`config.mk`:
```
export PLATFORM = sky130hd
export DESIGN_NAME = data_bus_sync
export DESIGN_NICKNAME = d
export VERILOG_FILES = /design/src/rtl/data_bus_sync_pkg.sv /design/src/rtl/data_bus_sync_sync_chain.sv /design/src/rtl/data_bus_sync.sv
export SDC_FILE = /design/constraint.sdc
export NUM_CORES = 1
export LEC_CHECK = 0
export CORE_MARGIN = 4
export CORE_UTILIZATION = 45
export CTS_CLUSTER_DIAMETER = 30
export DETAILED_ROUTE_END_ITERATION = 12
export PLACE_DENSITY = 0.8
export SLEW_MARGIN = 20
export SYNTH_ARGS = -nofsm -noshare
export SYNTH_HDL_FRONTEND = slang
export SYNTH_SLANG_ARGS = --single-unit
```
`constraint.sdc`:
```
create_clock -name D_CLK -period 3 [get_ports D_CLK]
set_clock_uncertainty 0.05 [all_clocks]
set_input_delay 0.3 -clock D_CLK [delete_from_list [all_inputs] [get_ports D_CLK]]
set_output_delay 0.3 -clock D_CLK [all_outputs]
set_load 0.01 [all_outputs]
```
`src/rtl/data_bus_sync_pkg.sv`:
```
// Shared constants and helpers for the data_bus_sync clock-domain crossing block.
package data_bus_sync_pkg;

   localparam int XFER_CNT_W     = 8;
   localparam int NUM_STAGES_MIN = 2;
   localparam int NUM_STAGES_MAX = 4;

   function automatic logic rise_detect(input logic level_now, input logic level_prev);
      return level_now & ~level_prev;
   endfunction

endpackage

```
`src/rtl/data_bus_sync_sync_chain.sv`:
```
// Multi-flop level synchronizer for the enable path into the D_CLK domain.
module sync_chain #(
   parameter int NUM_STAGES = 2
) (
   input  logic D_CLK,
   input  logic D_RST,
   input  logic async_in,
   output logic sync_out
);

   logic [NUM_STAGES-1:0] stage_r;

   // Shift the asynchronous level through the chain; stage 0 samples it directly.
   always_ff @(posedge D_CLK) begin
      if (D_RST) begin
         stage_r <= {NUM_STAGES{1'b0}};
      end else begin
         stage_r <= {stage_r[NUM_STAGES-2:0], async_in};
      end
   end

   assign sync_out = stage_r[NUM_STAGES-1];

endmodule

```
`src/rtl/data_bus_sync.sv`:
```
// Captures a source-held data bus on the synchronized rising edge of its enable.
module data_bus_sync
   import data_bus_sync_pkg::*;
#(
   parameter int NUM_STAGES = 2,
   parameter int BUS_WIDTH  = 8
) (
   input  logic                  D_CLK,
   input  logic                  D_RST,
   input  logic [BUS_WIDTH-1:0]  UNSYNC_BUS,
   input  logic                  UNSYNC_EN,
   output logic [BUS_WIDTH-1:0]  SYNC_BUS,
   output logic                  ENABLE_PULSE,
   output logic [XFER_CNT_W-1:0] XFER_CNT
);

   localparam int STAGES_C = (NUM_STAGES < NUM_STAGES_MIN) ? NUM_STAGES_MIN :
                             (NUM_STAGES > NUM_STAGES_MAX) ? NUM_STAGES_MAX : NUM_STAGES;

   logic                  en_s_s;
   logic                  en_d_r;
   logic                  pulse_s;
   logic [BUS_WIDTH-1:0]  sync_bus_r;
   logic                  enable_pulse_r;
   logic [XFER_CNT_W-1:0] xfer_cnt_r;

   sync_chain #(
      .NUM_STAGES (STAGES_C)
   ) u_sync_chain (
      .D_CLK    (D_CLK),
      .D_RST    (D_RST),
      .async_in (UNSYNC_EN),
      .sync_out (en_s_s)
   );

   // Rising edge of the synchronized enable; the bus is stable by now.
   always_comb begin
      pulse_s = rise_detect(en_s_s, en_d_r);
   end

   // Capture register, one-cycle strobe and transfer counter; reset beats a capture.
   always_ff @(posedge D_CLK) begin
      if (D_RST) begin
         en_d_r         <= 1'b0;
         sync_bus_r     <= {BUS_WIDTH{1'b0}};
         enable_pulse_r <= 1'b0;
         xfer_cnt_r     <= {XFER_CNT_W{1'b0}};
      end else begin
         en_d_r <= en_s_s;
         if (pulse_s) begin
            sync_bus_r     <= UNSYNC_BUS;
            enable_pulse_r <= 1'b1;
            xfer_cnt_r     <= xfer_cnt_r + {{(XFER_CNT_W-1){1'b0}}, 1'b1};
         end else begin
            enable_pulse_r <= 1'b0;
         end
      end
   end

   assign SYNC_BUS     = sync_bus_r;
   assign ENABLE_PULSE = enable_pulse_r;
   assign XFER_CNT     = xfer_cnt_r;

endmodule

```
### After elaboration in Yosys (flattened, before gate mapping)

Cells that the tools add are included.

* input bits: 11
* register bits: 20
* word-level logic and storage cells: 9
* output and inout bits: 17

* bitwise gates (word level): 2
* add/subtract/negate cells: 1
* mux-type cells: 1

Operator list (count)
* adder 8 x 1 -> 8 bit, second input constant: 1
* bitwise AND 1 bit: 1
* two-way mux 1 bit: 1
* inverter 1 bit: 1

### Longest topological paths before layout

Gate-level depths: netlist (run 1).

* word-level depth: 3
* depth in mapped cells: 4
* depth with buffers taken out: 4

### Hierarchy

A second synthesis (run 1) with hierarchy kept.

* cells, all modules: 85
* area total of the unflattened synthesis: 749.5 um^2

By module, submodules not included
* data_bus_sync: sequential area each 360.3 um^2, cells an instance 81, times used 1, area an instance 696.9 um^2
* sync_chain: sequential area each 40.0 um^2, cells an instance 4, times used 1, area an instance 52.6 um^2

### Worst setup path after synthesis (run 1)

No wires, ideal clock.

* path kind: register to register
* from: register xfer_cnt_r[0] (netlist: XFER_CNT[0])
* to: register xfer_cnt_r[6] (netlist: XFER_CNT[6])
* period minus slack after synthesis: 1.361 ns
* setup time: 0.071 ns
* arrival time: 1.240 ns
* stages on the path, launching flop included: 5
* buffers on the path: 0
* data required time: 2.879 ns
* path slack: 1.639 ns
* cell sequence: dfxtp_1 > ha_1 > nand3b_1 > or3_1 > a21oi_1

* longest elaborated chain between the ends: 1

Ends and longest elaborated chain
* from (decl): RTL line data_bus_sync.sv:25 `logic [XFER_CNT_W-1:0] xfer_cnt_r;`
* from (signal assigned): RTL line data_bus_sync.sv:47 `xfer_cnt_r <= {XFER_CNT_W{1'b0}};`
* from (signal assigned): RTL line data_bus_sync.sv:53 `xfer_cnt_r <= xfer_cnt_r + {{(XFER_CNT_W-1){1'b0}}, 1'b1};`
* adder 8 x 1 -> 8 bit: RTL line data_bus_sync.sv:53

Every way passes these cells.
A chain may end at the register's enable or synchronous reset.

### Worst setup path after layout (run 1)

* from: register xfer_cnt_r[0] (netlist: XFER_CNT[0])
* to: output port XFER_CNT[0]

RTL lines
* to (decl): RTL line data_bus_sync.sv:14 `output logic [XFER_CNT_W-1:0] XFER_CNT`

No word-level cell between the ends.

==> results of run 1 <==
==> layer usage <==
metal / vias to the layer above / wire (um) / global-route usage
met3: 3 / 100 / 0.03067
li1: 334 / - / -
met2: 21 / 653 / 0.1935
met4: 0 / 19 / 0.05381
met5: - / 0 / 0
met1: 269 / 681 / 0.1664
==> power by group <==
part / internal (mW) / switching [mW] / leakage (nW) / total [mW]
clock network: 0.0467 / 0.0741 / 0.0138 / 0.121
logic: 0.0247 / 0.0157 / 0.205 / 0.0404
registers: 0.272 / 0.00498 / 0.162 / 0.277
==> layout by cell type (no fill, tap or decap), drive strengths merged, types with 2 or more instances in the layout <==
| cell | n |
|---|---|
| nand2 | 19 |
| clkbuf | 3 |
| clkdlybuf4s50 | 27 |
| o21ai | 4 |
| dfxtp | 20 |
| inv | 2 |
| nor2 | 3 |
| a21oi | 14 |
| xnor2 | 2 |
| or3 | 4 |
| nor2b | 4 |
==> cell usage after synthesis (2+ instances only) <==
master	n	share of area
dfxtp_1	20	0.54
nor2_1	3	0.015
a21oi_1	14	0.094
or3_1	4	0.034
o21ai_0	4	0.027
xnor2_1	2	0.024
clkbuf_1	3	0.015
nand2_1	19	0.096
nor2b_1	4	0.034
inv_1	2	0.010
==> kinds of logic (layout without fill, tap and decap cells) <==
logic type / after synthesis / after routing / share of synthesized area
compound gates: 19 / 19 / 0.1315
flops: 20 / 20 / 0.5396
fa+ha+maj: 1 / 1 / 0.01686
buf+inv: 6 / 32 / 0.03204
simple gates: 36 / 36 / 0.2563
xor+xnor: 2 / 2 / 0.02361
==> worst paths after layout <==
path                                               from                       to  slack, ns  cells after the start
worst max-delay path                        XFER_CNT[0]              XFER_CNT[0]       1.31                      1
worst min-delay path            u_sync_chain.stage_r[0]  u_sync_chain.stage_r[1]       0.41                      1
worst max register to register  u_sync_chain.stage_r[1]              SYNC_BUS[6]       1.52                      3
worst min register to register  u_sync_chain.stage_r[0]  u_sync_chain.stage_r[1]       0.41                      1
==> metrics by stage <==
stage | power [mW] | hold WS (ns)
floorplan | 0.2989 | 0.3638
global placement | 0.3230 | 0.3692
detailed placement | 0.3234 | 0.3990
CTS | 0.4393 | 0.4141
global route | 0.4561 | 0.4280
finish | 0.4382 | 0.4103
==> sequential cells by signal (all words and copies together) (netlist names) <==
signal                count
ENABLE_PULSE              1
SYNC_BUS                  8
XFER_CNT                  8
en_d_r                    1
u_sync_chain.stage_r      2
==> area by class of cell <==
| type | count | area (um2) | share of cell area |
|---|---|---|---|
| clock buffers | 3 | 22.52 | 0.02169 |
| flip-flops and latches | 20 | 400.4 | 0.3855 |
| well taps | 16 | 20.02 | 0.01928 |
| inverters | 2 | 7.507 | 0.007229 |
| repair buffers | 27 | 270.3 | 0.2602 |
| multi-input cells | 58 | 317.8 | 0.3060 |
==> metrics.md, run 1 <==
| Metric | Value |
|---|---|
| Worst Setup End Kind | output pin |
| Final Critical Period | 1.693 ns |
| WP data required | 2.65 ns |
| Setup TNS | 0 ns |
| Post-DP HPWL | 1014 um |
| FFs w/ async S/R, synth | 0 |
| Core area | 1524 um2 |
| Max-cap viol count | 0 |
| DR iter-0 viols | 5 |
| Syn_nets | 96 |
| Synthesized cell area | 742.0 um2 |
| Setup Viol. Count Final | 0 |
| Worst slew pin tran | 0.6849 ns |
| Num ports | 28 |
| Count of cell types in the netlist | 19 |
| Vert. Die Dim | 48.61 um |
| Final cycle utilization of the critical path | 0.5642 |
| Cts repair resizes | 0 |
| Synthesis warning total | 0 |
| Hold bufs inserted after CTS | 0 |
| H-tree Lvls | 1 |
| Finished Layout Cells | 126 |
| Worst slew margin | 0.5424 |
| Max clock buf depth | 2 |
| Nets@finish | 124 |
| Fraction of layout cells with a size suffix above 1 | 0.03636 |
| Placed cells | 123 |
| Antenna Violating Nets Remaining | 0 |
| Max FO, Critical Path | 4 |
| WL final | 1453 um |
| Synth-to-Final Area Change | 39.97% |
| Vias in the first global route | 563 |
| Drt drc | 0 |
| Hold WC Path Type | flop to flop |
| Rows | 14 |
| Input/output buffers | 27 |
| Pre-CTS WS | 1.483 ns |
| Initial antenna violation count | 0 |
| Pin count of the biggest net entering global routing | 21 |
| Mapped Cells | 84 |
| Max Slew Vio Count | 0 |
| Peak per-stage delay on the critical path | 0.58 ns |
| Leak pwr | 0.3813 nW |
| Status | finished, final reports clean |
| Ys flop type | dfxtp_1 |
| Synthesized area per cell | 8.833 um2 |
| Critical-path cell list | clkdlybuf4s50_1 |
| Final Util | 0.6814 |
| Worst ir drop on vdd | 282.0 uV |
| Slowest cell on crit path | clkdlybuf4s50_1 |
| CP delay by family, top | buffers and inverters |
| Post-synth EDFFs | 0 |
| Arr. time, crit path | 1.34 ns |
| #FFs+latches synth | 20 |
| Num CTS Buffers | 3 |
| N_diodes | 0 |
| Global Route Usage Sum | 0.1259 |
| Startpoint Class | flop |
| Design area | 1039 um2 |
| Die width | 48.61 um |
| CP Buf/Inv Count | 1 |
| Placer congestion estimate | 0.6772 |
| RSZ-0062 raised after global routing | false |
| Clock root cell | clkbuf_4 |
| Cell Pwr Density | 422.0 nW/um2 |
| Clock transition at path regs | 0.11 ns |
| Setup bufs post-CTS | 0 |
| Starting density of the core | 0.4869 |
| Die Area | 2362 um2 |
| Clk sinks | 20 |
| First-pass GRT wire length | 2401 um |
| Worst-skew pair later-pin latency | 0.30 ns |
| FILL cells | 128 |
| Via count | 627 |
| CTS tree | yes |
| Grt total ovfl | 0 |
| Fmax | 590.8 MHz |
| Drt via density | 4.976 |
| Register area share after synthesis | 0.5396 |
| Hold Vio Cnt, Final | 0 |
| Area after DPL | 1016 um2 |
| WL/cell | 11.53 um |
| Fin worst setup slack | 1.307 ns |
| WS Path Type | flop to output pin |
| Drt pass-1 iters | 3 |
No activity file was read; power rests on OpenSTA's default activity.
==> run 2, diff against run 1 <==
CORE_UTILIZATION = 37   (was 45)
PLACE_DENSITY = 0.71   (was 0.8)
clock period = 1.55 ns   (was 3 ns; I/O delays follow)
==> run 2 against run 1 <==
Against the previous run:
- sequential share of layout area fell by 1.1 points
- sequential power rose by 94%
- die area is 18% higher
- critical path depth is the same
- count of clock-buffer cells in the layout stayed put
- global-route usage decreased by 0.88 points
- clock power rose by 97%
- via count increased by 4.6%
- first-iteration DRC count up 20%
- largest power group unchanged
==> metrics.md, run 2 (synthesis gave the netlist of run 1 again) <==
| Metric | Value |
|---|---|
| Worst ir drop on vdd | 600.5 uV |
| Design Power | 0.8583 mW |
| Setup Viol. Count Final | 0 |
| First-pass GRT wire length | 2421 um |
| Worst R2R Setup Slack | 0.21 ns |
| Worst Setup End Kind | output pin |
| Via count | 656 |
| Synth-to-Final Area Change | 44.86% |
| Cell count of the worst hold path | 3 |
| CP delay by family, top | buffers and inverters |
| WP data required | 1.34 ns |
| Clock root cell | clkbuf_4 |
| Rows | 15 |
| Drt drc | 0 |
| Worst slew margin | 0.7761 |
| Pre-CTS WS | 0.1395 ns |
| Placed cells | 135 |
| Vias in the first global route | 580 |
| FILL cells | 180 |
| Fraction of layout cells with a size suffix above 1 | 0.07965 |
| N_diodes | 0 |
| Num CTS Buffers | 3 |
| Global Route Usage Sum | 0.1172 |
| Clock transition at path regs | 0.11 ns |
| Multi-input logic area | 317.8 um2 |
| Clk sinks | 20 |
| Vert. Die Dim | 52.78 um |
| Startpoint Class | flop |
| Final Critical Period | 1.485 ns |
| Fmax | 673.4 MHz |
| Max Slew Vio Count | 0 |
| Slowest cell on crit path | clkdlybuf4s50_1 |
| Hold WC Path Type | input pin to flop |
| Initial antenna violation count | 0 |
| CTS tree | yes |
| Antenna Violating Nets Remaining | 0 |
| Setup TNS | 0 ns |
| Worst slew pin tran | 0.3359 ns |
| Worst-skew pair later-pin latency | 0.29 ns |
| Status | finished, final reports clean |
| Placer congestion estimate | 0.6660 |
| WS Path Type | flop to output pin |
| H-tree Lvls | 1 |
| Die width | 52.78 um |
| RSZ-0062 raised after global routing | false |
| WL/cell | 11.20 um |
| Cell Pwr Density | 798.6 nW/um2 |
| Min-delay src | UNSYNC_BUS[2] |
| Core area | 1821 um2 |
| Max FO, Critical Path | 5 |
| Max-cap viol count | 0 |
| Fin worst setup slack | 0.06504 ns |
| Grt total ovfl | 0 |
| Final Util | 0.5904 |
| Peak per-stage delay on the critical path | 0.57 ns |
| Starting density of the core | 0.4076 |
| Finished Layout Cells | 138 |
| Arr. time, crit path | 1.28 ns |
| Setup bufs post-CTS | 0 |
| Most frequent cells in the layout | 27 x clkdlybuf4s50_1, 19 x nand2_1, 18 x dfxtp_1 |
| Drt via density | 4.754 |
| CP Buf/Inv Count | 1 |
| Input/output buffers | 27 |
| Die Area | 2786 um2 |
| Num ports | 28 |
| Most common cell after layout, fill and taps aside | clkdlybuf4s50_1 |
| Leak pwr | 0.3977 nW |
| Design area | 1075 um2 |
| Hold_ws | 0.3472 ns |
| WL final | 1545 um |
| Post-DP HPWL | 1159 um |
| Final cycle utilization of the critical path | 0.9580 |
| Critical-path cell list | clkdlybuf4s50_1 |
| Hold EP | SYNC_BUS[2] |
| Nets@finish | 127 |
| Area after DPL | 1050 um2 |
| Hold Vio Cnt, Final | 0 |
| RR Startpoint | XFER_CNT[0] |
| Max clock buf depth | 2 |
| R2R cell count | 4 |
| Total area of sequential cells | 402.9 um2 |
| FF-to-FF End | XFER_CNT[6] |
| DR iter-0 viols | 6 |
| Drt pass-1 iters | 3 |
| Pin count of the biggest net entering global routing | 21 |
run 2: cell count changes in the layout (fill, tap and decap cells not counted), sizes merged:
cell  delta
buf      +3
run 2: metal layers:
metal,GRT usage,share of wire,routed length (um)
met1,0.1384,0.43,663
met2,0.1901,0.48,737
met3,0.03989,0.093,144
met4,0.05106,0,0
met5,0,0,0
run 2: report_power, final:
| group | total (mW) | internal [mW] | leakage (nW) | switching, mW |
|---|---|---|---|---|
| clock | 0.238 | 0.0904 | 0.0138 | 0.148 |
| sequential | 0.536 | 0.527 | 0.163 | 0.00904 |
| combinational | 0.0842 | 0.0519 | 0.221 | 0.0323 |
| total | 0.858 | 0.669 | 0.398 | 0.189 |
run 2: layout make-up:
class                   count  area share
inverters                   2    0.006985
clock buffers               3     0.02095
flip-flops and latches     20      0.3749
repair buffers             30      0.2724
well taps                  25     0.02910
multi-input cells          58      0.2957
run 2: repair_timing:
action | 4_1_cts | 5_1_grt
endpoints found under the hold margin | 0 | 0
cloned | 0 | 0
endpoints found under the setup margin | 1 | 1
gates resized for setup | 1 | 1
hold buffers | 0 | 0
run 2: worst max path at each step:
stage                start           to  depth (start not counted)
5_1_grt        XFER_CNT[4]  XFER_CNT[4]                          1
4_1_cts        XFER_CNT[1]  XFER_CNT[1]                          1
3_5_place_dp   XFER_CNT[0]  XFER_CNT[6]                          4
3_3_place_gp   XFER_CNT[0]  XFER_CNT[6]                          4
2_1_floorplan  XFER_CNT[0]  XFER_CNT[6]                          4
6_report       XFER_CNT[2]  XFER_CNT[2]                          1
